===== src/rtl/avalon_poll_pkg.sv =====
// Shared op codes, response status codes and FSM state
// encoding for the Avalon polling master.
package avalon_poll_pkg;

  typedef enum logic [1:0] {
    OP_WRITE = 2'b00,
    OP_READ  = 2'b01,
    OP_POLL  = 2'b10,
    OP_RSVD  = 2'b11
  } op_e;

  typedef enum logic [1:0] {
    ST_OK      = 2'b00,
    ST_TIMEOUT = 2'b01,
    ST_ERROR   = 2'b10
  } status_e;

  typedef enum logic [2:0] {
    S_IDLE,
    S_WRITE,
    S_READ,
    S_WAIT,
    S_CHECK,
    S_GAP,
    S_RESP
  } state_e;

endpackage


===== src/rtl/avalon_poll_master_if.sv =====
// Command/response handshake plus Avalon-MM master bus
// bundle; master = the poll block, slave = its environment.
interface avalon_poll_master_if #(
  parameter int WIDTH      = 32,
  parameter int ADDR_WIDTH = 5
);
  logic                  cmd_valid;
  logic                  cmd_ready;
  logic [1:0]            cmd_op;
  logic [ADDR_WIDTH-1:0] cmd_addr;
  logic [WIDTH-1:0]      cmd_data;
  logic [WIDTH-1:0]      cmd_mask;
  logic                  rsp_valid;
  logic [WIDTH-1:0]      rsp_data;
  logic [1:0]            rsp_status;
  logic [ADDR_WIDTH-1:0] master_address;
  logic                  master_read;
  logic                  master_write;
  logic [WIDTH-1:0]      master_writedata;
  logic [WIDTH-1:0]      master_readdata;

  modport master (
    input  cmd_valid, cmd_op, cmd_addr,
    input  cmd_data, cmd_mask,
    input  master_readdata,
    output cmd_ready, rsp_valid,
    output rsp_data, rsp_status,
    output master_address, master_read,
    output master_write, master_writedata
  );

  modport slave (
    output cmd_valid, cmd_op, cmd_addr,
    output cmd_data, cmd_mask,
    output master_readdata,
    input  cmd_ready, rsp_valid,
    input  rsp_data, rsp_status,
    input  master_address, master_read,
    input  master_write, master_writedata
  );
endinterface


===== src/rtl/avalon_poll_master.sv =====
// Single-outstanding Avalon-MM master: write, read and
// masked poll-until-match with attempt limit and gap.
module avalon_poll_master
  import avalon_poll_pkg::*;
#(
  parameter int WIDTH        = 32,
  parameter int ADDR_WIDTH   = 5,
  parameter int READ_LATENCY = 1,
  parameter int POLL_MAX     = 16,
  parameter int POLL_GAP     = 4
) (
  input logic clk,
  input logic reset,
  avalon_poll_master_if.master bus
);

  state_e                state_q, state_d;
  op_e                   op_q, op_d;
  status_e               status_q, status_d;
  logic [ADDR_WIDTH-1:0] addr_q, addr_d;
  logic [WIDTH-1:0]      data_q, data_d;
  logic [WIDTH-1:0]      mask_q, mask_d;
  logic [WIDTH-1:0]      wr_q, wr_d;
  logic [WIDTH-1:0]      rdata_q, rdata_d;
  logic [15:0]           cnt_q, cnt_d;
  logic [7:0]            tmr_q, tmr_d;

  logic bad_cmd;
  logic wr_cmd;
  logic hit;

  assign bad_cmd = (bus.cmd_op == OP_RSVD) ||
                   (bus.cmd_addr[1:0] != 2'b00);
  assign wr_cmd  = !bad_cmd && (bus.cmd_op == OP_WRITE);
  assign hit     = (rdata_q & mask_q) == (data_q & mask_q);

  always_ff @(posedge clk or posedge reset) begin
    if (reset) begin
      state_q <= S_IDLE;
    end else begin
      state_q <= state_d;
    end
  end

  always_ff @(posedge clk or posedge reset) begin
    if (reset) begin
      op_q     <= OP_WRITE;
      status_q <= ST_OK;
      addr_q   <= '0;
      data_q   <= '0;
      mask_q   <= '0;
      wr_q     <= '0;
      rdata_q  <= '0;
      cnt_q    <= '0;
      tmr_q    <= '0;
    end else begin
      op_q     <= op_d;
      status_q <= status_d;
      addr_q   <= addr_d;
      data_q   <= data_d;
      mask_q   <= mask_d;
      wr_q     <= wr_d;
      rdata_q  <= rdata_d;
      cnt_q    <= cnt_d;
      tmr_q    <= tmr_d;
    end
  end

  always_comb begin
    state_d  = state_q;
    op_d     = op_q;
    status_d = status_q;
    addr_d   = addr_q;
    data_d   = data_q;
    mask_d   = mask_q;
    wr_d     = wr_q;
    rdata_d  = rdata_q;
    cnt_d    = cnt_q;
    tmr_d    = tmr_q;
    unique case (state_q)
      S_IDLE: begin
        if (bus.cmd_valid) begin
          op_d     = op_e'(bus.cmd_op);
          data_d   = bus.cmd_data;
          mask_d   = bus.cmd_mask;
          cnt_d    = '0;
          status_d = ST_OK;
          unique case (1'b1)
            bad_cmd: begin
              state_d  = S_RESP;
              status_d = ST_ERROR;
            end
            wr_cmd: begin
              state_d = S_WRITE;
              addr_d  = bus.cmd_addr;
              wr_d    = bus.cmd_data;
            end
            default: begin
              state_d = S_READ;
              addr_d  = bus.cmd_addr;
            end
          endcase
        end
      end
      S_WRITE: state_d = S_RESP;
      S_READ: begin
        state_d = S_WAIT;
        tmr_d   = 8'(READ_LATENCY - 1);
      end
      S_WAIT: begin
        if (tmr_q == 8'd0) begin
          rdata_d = bus.master_readdata;
          state_d = (op_q == OP_POLL) ? S_CHECK
                                      : S_RESP;
        end else begin
          tmr_d = tmr_q - 8'd1;
        end
      end
      S_CHECK: begin
        if (hit) begin
          state_d = S_RESP;
        end else begin
          cnt_d = cnt_q + 16'd1;
          if (cnt_q + 16'd1 == 16'(POLL_MAX)) begin
            state_d  = S_RESP;
            status_d = ST_TIMEOUT;
          end else if (POLL_GAP == 0) begin
            state_d = S_READ;
          end else begin
            state_d = S_GAP;
            tmr_d   = 8'(POLL_GAP - 1);
          end
        end
      end
      S_GAP: begin
        if (tmr_q == 8'd0) begin
          state_d = S_READ;
        end else begin
          tmr_d = tmr_q - 8'd1;
        end
      end
      S_RESP: state_d = S_IDLE;
      default: state_d = S_IDLE;
    endcase
  end

  // Address/writedata are registers so they hold between accesses
  always_comb begin
    bus.cmd_ready        = (state_q == S_IDLE);
    bus.master_write     = (state_q == S_WRITE);
    bus.master_read      = (state_q == S_READ);
    bus.master_address   = addr_q;
    bus.master_writedata = wr_q;
    bus.rsp_valid        = (state_q == S_RESP);
    bus.rsp_status       = 2'b00;
    bus.rsp_data         = '0;
    if (state_q == S_RESP) begin
      bus.rsp_status = status_q;
      if (status_q != ST_ERROR) begin
        bus.rsp_data = (op_q == OP_WRITE) ? data_q
                                          : rdata_q;
      end
    end
  end

endmodule

===== src/flat_wrapper.sv =====
// flat-port wrapper written by rule: the top's interface ports become plain ports
module avalon_poll_master_flat import avalon_poll_pkg::*;
#(
  parameter int WIDTH        = 32,
  parameter int ADDR_WIDTH   = 5,
  parameter int READ_LATENCY = 1,
  parameter int POLL_MAX     = 16,
  parameter int POLL_GAP     = 4
)
  (clk, reset, bus_cmd_valid, bus_cmd_op, bus_cmd_addr, bus_cmd_data, bus_cmd_mask, bus_master_readdata, bus_cmd_ready, bus_rsp_valid, bus_rsp_data, bus_rsp_status, bus_master_address, bus_master_read, bus_master_write, bus_master_writedata);
  avalon_poll_master_if #(.WIDTH(WIDTH), .ADDR_WIDTH(ADDR_WIDTH)) bus_i ();
  input logic clk;
  input logic reset;
  input wire logic [$bits(bus_i.cmd_valid)-1:0] bus_cmd_valid;
  input wire logic [$bits(bus_i.cmd_op)-1:0] bus_cmd_op;
  input wire logic [$bits(bus_i.cmd_addr)-1:0] bus_cmd_addr;
  input wire logic [$bits(bus_i.cmd_data)-1:0] bus_cmd_data;
  input wire logic [$bits(bus_i.cmd_mask)-1:0] bus_cmd_mask;
  input wire logic [$bits(bus_i.master_readdata)-1:0] bus_master_readdata;
  output wire logic [$bits(bus_i.cmd_ready)-1:0] bus_cmd_ready;
  output wire logic [$bits(bus_i.rsp_valid)-1:0] bus_rsp_valid;
  output wire logic [$bits(bus_i.rsp_data)-1:0] bus_rsp_data;
  output wire logic [$bits(bus_i.rsp_status)-1:0] bus_rsp_status;
  output wire logic [$bits(bus_i.master_address)-1:0] bus_master_address;
  output wire logic [$bits(bus_i.master_read)-1:0] bus_master_read;
  output wire logic [$bits(bus_i.master_write)-1:0] bus_master_write;
  output wire logic [$bits(bus_i.master_writedata)-1:0] bus_master_writedata;
  assign bus_i.cmd_valid = bus_cmd_valid;
  assign bus_i.cmd_op = bus_cmd_op;
  assign bus_i.cmd_addr = bus_cmd_addr;
  assign bus_i.cmd_data = bus_cmd_data;
  assign bus_i.cmd_mask = bus_cmd_mask;
  assign bus_i.master_readdata = bus_master_readdata;
  assign bus_cmd_ready = bus_i.cmd_ready;
  assign bus_rsp_valid = bus_i.rsp_valid;
  assign bus_rsp_data = bus_i.rsp_data;
  assign bus_rsp_status = bus_i.rsp_status;
  assign bus_master_address = bus_i.master_address;
  assign bus_master_read = bus_i.master_read;
  assign bus_master_write = bus_i.master_write;
  assign bus_master_writedata = bus_i.master_writedata;
  avalon_poll_master #(.WIDTH(WIDTH), .ADDR_WIDTH(ADDR_WIDTH), .READ_LATENCY(READ_LATENCY), .POLL_MAX(POLL_MAX), .POLL_GAP(POLL_GAP)) u_core (.clk(clk), .reset(reset), .bus(bus_i));
endmodule

===== config.mk =====
export PLATFORM = sky130hd
export DESIGN_NAME = avalon_poll_master_flat
export DESIGN_NICKNAME = d
export VERILOG_FILES = /design/src/rtl/avalon_poll_pkg.sv /design/src/rtl/avalon_poll_master_if.sv /design/src/rtl/avalon_poll_master.sv /design/src/flat_wrapper.sv
export SDC_FILE = /design/constraint.sdc
export NUM_CORES = 1
export LEC_CHECK = 0
export ABC_CLOCK_PERIOD_IN_PS = 5100
export CAP_MARGIN = 5
export CORE_MARGIN = 1.5
export CORE_UTILIZATION = 46
export DETAILED_ROUTE_END_ITERATION = 8
export PLACE_DENSITY = 0.83
export SLEW_MARGIN = 25
export SYNTH_ARGS = -nofsm -noshare
export SYNTH_HDL_FRONTEND = slang
export SYNTH_SLANG_ARGS = --single-unit
export TNS_END_PERCENT = 30

===== constraint.sdc =====
create_clock -name clk -period 5.1 [get_ports clk]
set_clock_uncertainty 0.1 [all_clocks]
set_input_delay 0.51 -clock clk [delete_from_list [all_inputs] [get_ports clk]]
set_output_delay 0.51 -clock clk [all_outputs]
set_load 0.01 [all_outputs]

==> qor.txt, run 1 <==
Status -> completed
WL per Instance -> 17.3 um
Worst VDD drop -> 0.266 mV
CTS tree -> built
Hold Buf Count CTS -> 0
Synth area leaders -> dfrtp_1 (53%), nand2_1 (13%), mux2_2 (9.7%)
Critical Path Source Type -> flop
Routed wire length -> 20900 um
Vias in the first global route -> 6770
Design area -> 10400 um2
Wire length on met2 -> 10300 um
Fin. Hold Viols -> 0
Die height -> 133 um
Worst skew pair latency -> 430 ps
P_leak -> 4.82 nW
Clock buffer count from CTS -> 17
DRT Pass-1 Iters -> 6
Unrepaired setup endpoints after global routing -> no
Max Fclk -> 322 MHz
Worst Path Class, Setup -> reg2out
Min Hold Slack -> 376 ps
Synth area leader -> dfrtp_1
Post-Syn Nets -> 919
Avg Synthesized Cell Area -> 9.63 um2
Antenna-violating nets left -> 0
Total congestion overflow -> 0
Post-synth top cells -> nand2_1 (277), dfrtp_1 (164), mux2_2 (67)
Initial core utilization -> 0.471
Residual DRC count -> 0
Total power density per cell area -> 566 nW/um2
Ports -> 181
Setup TNS -> 0 ps
Ys async rst share -> 1.00
PostCTS Resize Cnt -> 0
First-pass GRT wire length -> 34100 um
Layout Nets -> 1083
Cell with the most instances after synthesis -> nand2_1
Clock Pin Slew Worst Setup and Hold Paths -> 60 ps
Share of the synthesized area in the top cell type -> 0.526
Final worst path period need -> 3110 ps
H-Tree Depth -> 4
Total power -> 5.90 mW
Number of flops mapped to enable cells by yosys -> 0
Place WS -> 2170 ps
Netlist cell types -> 57
Die X -> 133 um
Slew @ Worst Pin -> 894 ps
# clock sinks -> 164
Period utilization -> 0.610
Highest routed layer -> met5
Core area -> 16600 um2
Initial antenna violation count -> 2
Worst setup EP type -> primary output
Mean number of vias per cell -> 5.40
FILL cells -> 1331
Ratio of cells with drive above 1 in the final layout -> 0.124
Die area -> 17800 um2
#FFs+latches synth -> 164
Final Wtd Congestion -> 0.803
Slew Viols, Final -> 0
Worst EP arrival -> 2500 ps
Crit Path Max Fanout -> 32
HPWL Detailed -> 14100 um
CTS Root Buffer Type -> clkbuf_16
M1 WL -> 8520 um
Setup WS post-layout -> 1990 ps
Row cnt -> 47
Slew HR -> 0.404
Post-Syn Area -> 7800 um2
Inst Count DP -> 1175
Setup Viol. Count Final -> 0
Area growth syn-to-layout -> 33.7%
Syn. warnings -> 0
# port buffers -> 180
Synth Instances -> 810
Placed instance area -> 9790 um2
Worst EP required -> 4490 ps
Worst Hold Class -> reg2reg
Met3 wire length -> 1260 um
Layout Cells excl Fill -> 1208
All-Layer GR Usage -> 0.244
Register area share after synthesis -> 0.526
Postcts setup bufs -> 0
Largest net degree at the start of global routing -> 99
Final design utilization -> 0.629
Max-cap violation count -> 0
Max Buffers Root-to-Sink -> 2
Main synth FF type -> dfrtp_1
First DRT Iteration DRCs -> 463
Vias -> 6518
[cell usage in the layout, fill, tap and decap left out, types with 4 or more instances in the layout]
| cell type | Yosys | routed |
|---|---|---|
| xnor2_1 | 7 | 7 |
| bufinv_16 | 0 | 5 |
| and2_1 | 6 | 5 |
| a31oi_1 | 4 | 4 |
| nand3_1 | 16 | 16 |
| nand4_1 | 7 | 7 |
| nor2_1 | 16 | 14 |
| buf_4 | 2 | 6 |
| nor3b_1 | 5 | 5 |
| or2_2 | 4 | 4 |
| dfrtp_1 | 164 | 164 |
| clkdlybuf4s50_1 | 0 | 180 |
| a22oi_1 | 16 | 16 |
| a21o_1 | 5 | 5 |
| nor3_1 | 8 | 8 |
| a21oi_1 | 39 | 39 |
| clkbuf_16 | 0 | 17 |
| nor4_1 | 5 | 5 |
| inv_1 | 13 | 12 |
| a22o_1 | 5 | 5 |
| mux2_2 | 67 | 67 |
| nand2_1 | 277 | 275 |
| or3_1 | 4 | 4 |
| xor2_1 | 35 | 35 |
| o21ai_0 | 23 | 23 |
[sequential cells by signal, summed over array words and instances, names as in the netlist, 3 cells and up]
signal / flops
u_core.bus.master_address: 5
u_core.bus.master_writedata: 32
u_core.cnt_q: 16
u_core.data_q: 32
u_core.mask_q: 32
u_core.rdata_q: 32
u_core.state_q: 3
u_core.tmr_q: 8
[path summary, 6_finish.rpt]
check	depth (start not counted)	slack [ps]	start	to
worst min-delay path	2	380	u_core.mask_q[14]	u_core.mask_q[14]
worst max register to register	7	2210	u_core.rdata_q[31]	u_core.tmr_q[0]
worst min register to register	2	380	u_core.mask_q[14]	u_core.mask_q[14]
min in group asynchronous	2	540	reset	u_core.bus.master_writedata[9]
max in group asynchronous	3	3260	reset	u_core.data_q[22]
worst max-delay path	4	1990	u_core.op_q[1]	bus_rsp_data[11]
[worst max-delay path, stage by stage (launching register included)]
cell             delay [ps]
dfrtp_1                 410
or2_2                   690
nand2_1                 130
a21oi_1                 250
clkdlybuf4s50_1         590
[cell families (layout without fill, tap and decap cells)]
kind of cell | Yosys count | after routing | share of synthesized area
compound gates | 112 | 112 | 0.0912
mux | 69 | 69 | 0.0999
buf+inv | 55 | 232 | 0.0301
flops | 164 | 164 | 0.526
other cells | 0 | 1 | 0
xor+xnor | 42 | 42 | 0.0471
fa+ha+maj | 3 | 3 | 0.00481
simple gates | 365 | 365 | 0.201
[report_power, final]
part | internal (mW) | switching, mW | leakage [nW]
registers | 1.84 | 0.466 | 2.13
logic | 1.02 | 1.18 | 2.39
clock network | 0.871 | 0.523 | 0.305
[layout make-up]
| cell class | instances | area (um2) | area share |
|---|---|---|---|
| inverter | 13 | 53.8 | 0.00516 |
| clock inverter | 12 | 201 | 0.0193 |
| tap | 220 | 275 | 0.0264 |
| multi-input combinational | 591 | 3480 | 0.334 |
| clock buffer | 20 | 437 | 0.0419 |
| timing repair buffer | 187 | 1870 | 0.180 |
| antenna | 1 | 2.50 | 0.000240 |
| sequential | 164 | 4100 | 0.393 |
[per-layer routing]
metal | up-vias | global-route usage
met4 | 2 | 0.124
met5 | - | 0
li1 | 3051 | -
met2 | 236 | 0.404
met3 | 50 | 0.0632
met1 | 3179 | 0.297
(Power assumes the default switching activity.)
==> run 2, diff against run 1 <==
Settings changed: ABC_CLOCK_PERIOD_IN_PS 5100 to 2700.
Clock period 5.1 ns to 2.7 ns, I/O delays scaled along.
==> run 2 against run 1 <==
  * Clock power grew 88%
  * Routed wire length grew 4.4%
  * Die area is the same
  * Global-route usage grew 0.80 points
  * First-iteration DRC count shrank 9.9%
  * Critical path depth grew 2
  * Final area grew 2.1%
  * Count of clock-buffer cells in the layout grew 2
==> qor.txt, run 2 (synthesized netlist as in run 1, its figures left out) <==
Layout Nets -> 1099 (+1.5%)
Initial antenna violation count -> 0 (-2)
Setup Viol. Count Final -> 0 (unchanged)
Total power -> 11.5 mW (+94%)
Worst EP arrival -> 2270 ps (-230 ps)
Die area -> 17800 um2 (unchanged)
Critical Path Source Type -> flop
Initial core utilization -> 0.471 (unchanged)
Residual DRC count -> 0 (unchanged)
Unrepaired setup endpoints after global routing -> no
Period utilization -> 0.976
Commonest non-fill, non-tap cell in the layout -> nand2_1
Worst EP required -> 2330 ps (-2160 ps)
Reg2reg path depth -> 7 (unchanged)
WL per Instance -> 17.9 um (+3.3%)
HPWL Detailed -> 14200 um (+0.92%)
Row cnt -> 47 (unchanged)
P_leak -> 4.93 nW (+2.1%)
Design area -> 10700 um2 (+2.1%)
Ports -> 181 (unchanged)
FF-to-FF setup slack -> 200 ps (-2010 ps)
Commonest cells after routing, fill and taps aside -> nand2_1 (275), clkdlybuf4s50_1 (179), dfrtp_1 (163)
Crit path to -> bus_rsp_data[0]
Core area -> 16600 um2 (unchanged)
Vias -> 6608 (+1.4%)
Vias in the first global route -> 6758 (-0.18%)
Routed wire length -> 21800 um (+4.4%)
Fin. Hold Viols -> 0 (unchanged)
Setup TNS -> 0 ps (unchanged)
Min Hold Slack -> 128 ps (-248 ps)
Worst Path Class, Setup -> reg2out
CTS tree -> built
Number of diodes -> 0 (-1)
Largest net degree at the start of global routing -> 74 (-25%)
Ratio of cells with drive above 1 in the final layout -> 0.141 (+0.0173)
Final worst path period need -> 2640 ps
Die X -> 133 um (unchanged)
Slew HR -> 0.446 (+0.0419)
Crit Path Max Fanout -> 9 (-72%)
FILL cells -> 1300 (-2.3%)
Clock Pin Slew Worst Setup and Hold Paths -> 60 ps (about the same)
Total power density per cell area -> 1080 nW/um2 (+90%)
# clock sinks -> 164 (unchanged)
Total congestion overflow -> 0 (unchanged)
Worst setup EP type -> primary output
CTS Root Buffer Type -> clkbuf_16
Worst skew pair latency -> 430 ps (about the same)
Antenna-violating nets left -> 0 (unchanged)
Clock buffer count from CTS -> 17 (unchanged)
Status -> completed
Final Wtd Congestion -> 0.860 (+7.1%)
First DRT Iteration DRCs -> 417 (-9.9%)
All-Layer GR Usage -> 0.252 (+0.00798)
CP startpoint -> u_core.state_q[1]
Slew Viols, Final -> 0 (unchanged)
Area growth syn-to-layout -> 36.6%
Mean number of vias per cell -> 5.41 (+0.30%)
Worst reg2reg startpoint -> u_core.data_q[29]
DRT Pass-1 Iters -> 7 (+1)
H-Tree Depth -> 4 (unchanged)
Worst Hold Class -> in2async
Worst VDD drop -> 0.619 mV (+130%)
Max Fclk -> 379 MHz
First-pass GRT wire length -> 35200 um (+3.2%)
R2r endpoint -> u_core.tmr_q[0]
# port buffers -> 180 (unchanged)
Max Buffers Root-to-Sink -> 2 (unchanged)
Die height -> 133 um (unchanged)
Max-cap violation count -> 0 (unchanged)
Slew @ Worst Pin -> 831 ps (-62.9 ps)
Placed instance area -> 9930 um2 (+1.4%)
[run 2: layout make-up]
| cell class | instances | area [um2] | area share |
|---|---|---|---|
| timing repair buffer | 200 | 2050 | 0.192 |
| tap | 220 | 275 | 0.0258 |
| inverter | 13 | 52.6 | 0.00493 |
| clock buffer | 22 | 484 | 0.0454 |
| clock inverter | 8 | 149 | 0.0140 |
| sequential | 164 | 4110 | 0.385 |
| multi-input combinational | 594 | 3540 | 0.333 |
[run 2: power breakdown]
part | switching, mW | internal [mW]
sequential | 0.865 | 3.48
clock | 0.971 | 1.64
combinational | 2.40 | 2.10
[run 2: repair_timing]
action	CTS	global route
cloned	1	2
endpoints found under the setup margin	32	21
gates resized for setup	4	5
pin swaps	0	2
hold buffers	0	0
buffers inserted	0	3
[run 2: critical path: stages, from the launching register on]
cell and delay (ps):
dfrtp_2 450, nand2_1 140, nor2_4 160, buf_12 150
o21ai_2 170, a21oi_1 190, clkdlybuf4s50_1 580
[run 2: stage by stage]
stage	std cells	utilization	worst slack, ps
after floorplan	810	-	245
after global placement	1185	0.599	248
after detailed placement	1185	0.599	183
after CTS	1216	0.638	53.8
after global routing	1221	0.643	14.2
final	1221	0.643	64.7
[run 2: worst min path at each step]
stage | to | slack, ps | cells after the start
4_1_cts | u_core.rdata_q[18] | 140 | 2
6_report | u_core.rdata_q[18] | 130 | 2
5_1_grt | u_core.rdata_q[18] | 180 | 2
3_3_place_gp | u_core.mask_q[6] | 360 | 2
2_1_floorplan | u_core.data_q[0] | 280 | 2
3_5_place_dp | u_core.mask_q[9] | 360 | 2
[run 2: per-layer routing]
| metal | GRT usage | wire [um] | vias up |
|---|---|---|---|
| met5 | 0 | 0 | - |
| met4 | 0.0948 | 652 | 0 |
| met3 | 0.0677 | 1570 | 47 |
| met2 | 0.416 | 10600 | 255 |
| met1 | 0.320 | 8950 | 3220 |
| li1 | - | - | 3086 |
==> run 3, diff against run 2 <==
Settings changed: GPL_TIMING_DRIVEN set to 0.
==> run 3 against run 2 <==
  * Die area unchanged
  * Final area increased by 0.47%
  * Sequential power about the same
  * Fmax increased by 0.63%
  * Register-to-register slack got worse by 30 ps
  * Highest routed layer unchanged
  * Clock power decreased by 6%
  * Critical path type unchanged
==> qor.txt, run 3 (synthesized netlist as in run 1, its figures left out) <==
M1 WL -> 9020 um (+0.86%)
Highest routed layer -> met4
DRT Pass-1 Iters -> 7 (unchanged)
Worst VDD drop -> 0.566 mV (-8.6%)
Worst skew pair latency -> 440 ps (about the same)
Int Pwr -> 6.97 mW (-3.5%)
Fin. Hold Viols -> 0 (unchanged)
Comb pwr share -> 0.395 (+0.002)
Slowest stage cell on the critical path -> clkdlybuf4s50_1
Total congestion overflow -> 0 (unchanged)
Top delay family on crit path -> buffers and inverters
Max Fclk -> 382 MHz (+0.63%)
Mean number of vias per cell -> 5.38 (-0.59%)
Total power -> 11.3 mW (-1.7%)
Clock buffer count from CTS -> 17 (unchanged)
Worst setup EP type -> primary output
Crit path to -> bus_rsp_data[15]
Die height -> 133 um (unchanged)
Wire length on met2 -> 10600 um (-0.64%)
Die area -> 17800 um2 (unchanged)
Commonest non-fill, non-tap cell in the layout -> nand2_1
Setup TNS -> 0 ps (unchanged)
# clock sinks -> 164 (unchanged)
Slowest stage delay, CP -> 560 ps (-20 ps)
Largest net degree at the start of global routing -> 31 (-58%)
Slew HR -> 0.546 (+0.100)
Seq pwr share -> 0.387 (+0.007)
CP startpoint -> u_core.op_q[1]
First-pass GRT wire length -> 35000 um (-0.49%)
Antenna-violating nets left -> 0 (unchanged)
Routed wire length -> 22200 um (+2.0%)
Worst EP arrival -> 2250 ps (-20 ps)
Inst Count DP -> 1216 (+2.6%)
Commonest cells after routing, fill and taps aside -> nand2_1 (276), clkdlybuf4s50_1 (169), dfrtp_1 (162)
Vias -> 6709 (+1.5%)
All-Layer GR Usage -> 0.257 (+0.00466)
Clock Pin Slew Worst Setup and Hold Paths -> 70 ps (about the same)
HPWL Detailed -> 16200 um (+14%)
Row cnt -> 47 (unchanged)
Core area -> 16600 um2 (unchanged)
Crit path cell chain -> nor2_4, clkbuf_2, nand2_1, a21oi_1, clkdlybuf4s50_1
Slew @ Worst Pin -> 681 ps (-150 ps)
Reg2reg path depth -> 9 (+2)
P_leak -> 5.13 nW (+4.1%)
H-Tree Depth -> 4 (unchanged)
Worst reg2reg startpoint -> u_core.cnt_q[0]
Final Wtd Congestion -> 0.913 (+6.2%)
Final worst path period need -> 2620 ps (-16.5 ps)
Psw -> 4.29 mW (+1.3%)
Status -> completed
Clk pwr share -> 0.218 (-0.010)
Residual DRC count -> 0 (unchanged)
Slew Viols, Final -> 0 (unchanged)
Met3 wire length -> 1600 um (+1.6%)
Total power density per cell area -> 1050 nW/um2 (-2.2%)
Critical path buffers and inverters -> 2 (unchanged)
Final design utilization -> 0.646 (+0.00302)
WL per Instance -> 17.8 um (-0.17%)
Place WS -> -81.2 ps (-264 ps)
Critical Path Source Type -> flop
Area growth syn-to-layout -> 37.2%
Worst Path Class, Setup -> reg2out
Layout Nets -> 1123 (+2.2%)
Worst EP required -> 2330 ps (about the same)
Layout Cells excl Fill -> 1247 (+2.1%)
Worst Hold Class -> in2async
Initial antenna violation count -> 1 (+1)
Max Buffers Root-to-Sink -> 2 (unchanged)
Hold Buf Count CTS -> 0 (unchanged)
Max-cap violation count -> 0 (unchanged)
Period utilization -> 0.970 (-0.00609)
Ratio of cells with drive above 1 in the final layout -> 0.144 (+0.00339)
Net Sw Frac -> 0.381 (+0.0113)
Ports -> 181 (unchanged)
Crit Path Max Fanout -> 10 (+1)
# port buffers -> 180 (unchanged)
First DRT Iteration DRCs -> 410 (-1.7%)
FF-to-FF setup slack -> 170 ps (-30 ps)
Setup WS post-layout -> 81.2 ps (+16.5 ps)
Stages on the worst setup path -> 5 (-1)
Die X -> 133 um (unchanged)
R2r endpoint -> u_core.tmr_q[0]
Initial core utilization -> 0.471 (unchanged)
Vias in the first global route -> 6698 (-0.89%)
FILL cells -> 1317 (+1.3%)
Setup Viol. Count Final -> 0 (unchanged)
CTS tree -> built
CTS Root Buffer Type -> clkbuf_16
[run 3: per-layer routing]
layer  GRT usage  vias to the layer above
li1            -                     3130
met3      0.0757                       59
met5           0                        -
met1       0.321                     3262
met2       0.409                      258
met4       0.127                        0
[run 3: power by group through the flow]
stage	clock network (mW)	registers, mW	logic, mW
finish	2.45	4.36	4.45
global route	2.58	4.48	4.89
CTS	2.48	4.34	4.37
detailed placement	0	4.32	4.35
global placement	0	4.27	4.19
floorplan	0	4.22	2.67
[run 3: worst min-delay path by stage]
| stage | startpoint | end | slack (ps) | depth (start not counted) |
|---|---|---|---|---|
| 6_report | reset | u_core.bus.master_writedata[13] | 70 | 2 |
| 5_1_grt | reset | u_core.bus.master_writedata[13] | 100 | 2 |
| 4_1_cts | reset | u_core.data_q[15] | 70 | 2 |
| 3_5_place_dp | u_core.mask_q[10] | u_core.mask_q[10] | 370 | 2 |
| 3_3_place_gp | u_core.mask_q[8] | u_core.mask_q[8] | 360 | 2 |
| 2_1_floorplan | bus_cmd_data[0] | u_core.data_q[0] | 280 | 2 |
[run 3: final cells by class]
| class | count | area [um2] | share of cell area |
|---|---|---|---|
| flip-flops and latches | 164 | 4110 | 0.384 |
| multi-input cells | 591 | 3500 | 0.327 |
| repair buffers | 188 | 1970 | 0.184 |
| clock buffers | 21 | 470 | 0.0439 |
| well taps | 220 | 275 | 0.0257 |
| plain buffers | 39 | 199 | 0.0186 |
| clock inverters | 10 | 124 | 0.0116 |
| inverters | 13 | 52.6 | 0.00491 |
| diodes | 1 | 2.50 | 0.000234 |
[run 3: stage by stage]
stage               hold WS, ps  cell area [um2]
floorplan                   275             7810
global placement            359             9880
detailed placement          366            10000
CTS                        71.4            10600
global route               96.6            10700
finish                     68.6            10700
[run 3: worst reg2reg max path: stages (launching register included)]
cell and delay, ps:
dfrtp_1 420, ha_1 260, nand2_2 140, nor3_1 100, or3_1 320, a221oi_1 290, and4b_1 260, buf_6 140
o21ai_4 100, mux2_4 300
[run 3: what timing repair did]
action / 4_1_cts / 5_1_grt
gates resized for setup: 20 / 20
pin swaps: 0 / 1
endpoints found under the setup margin: 32 / 68
setup buffers: 0 / 2
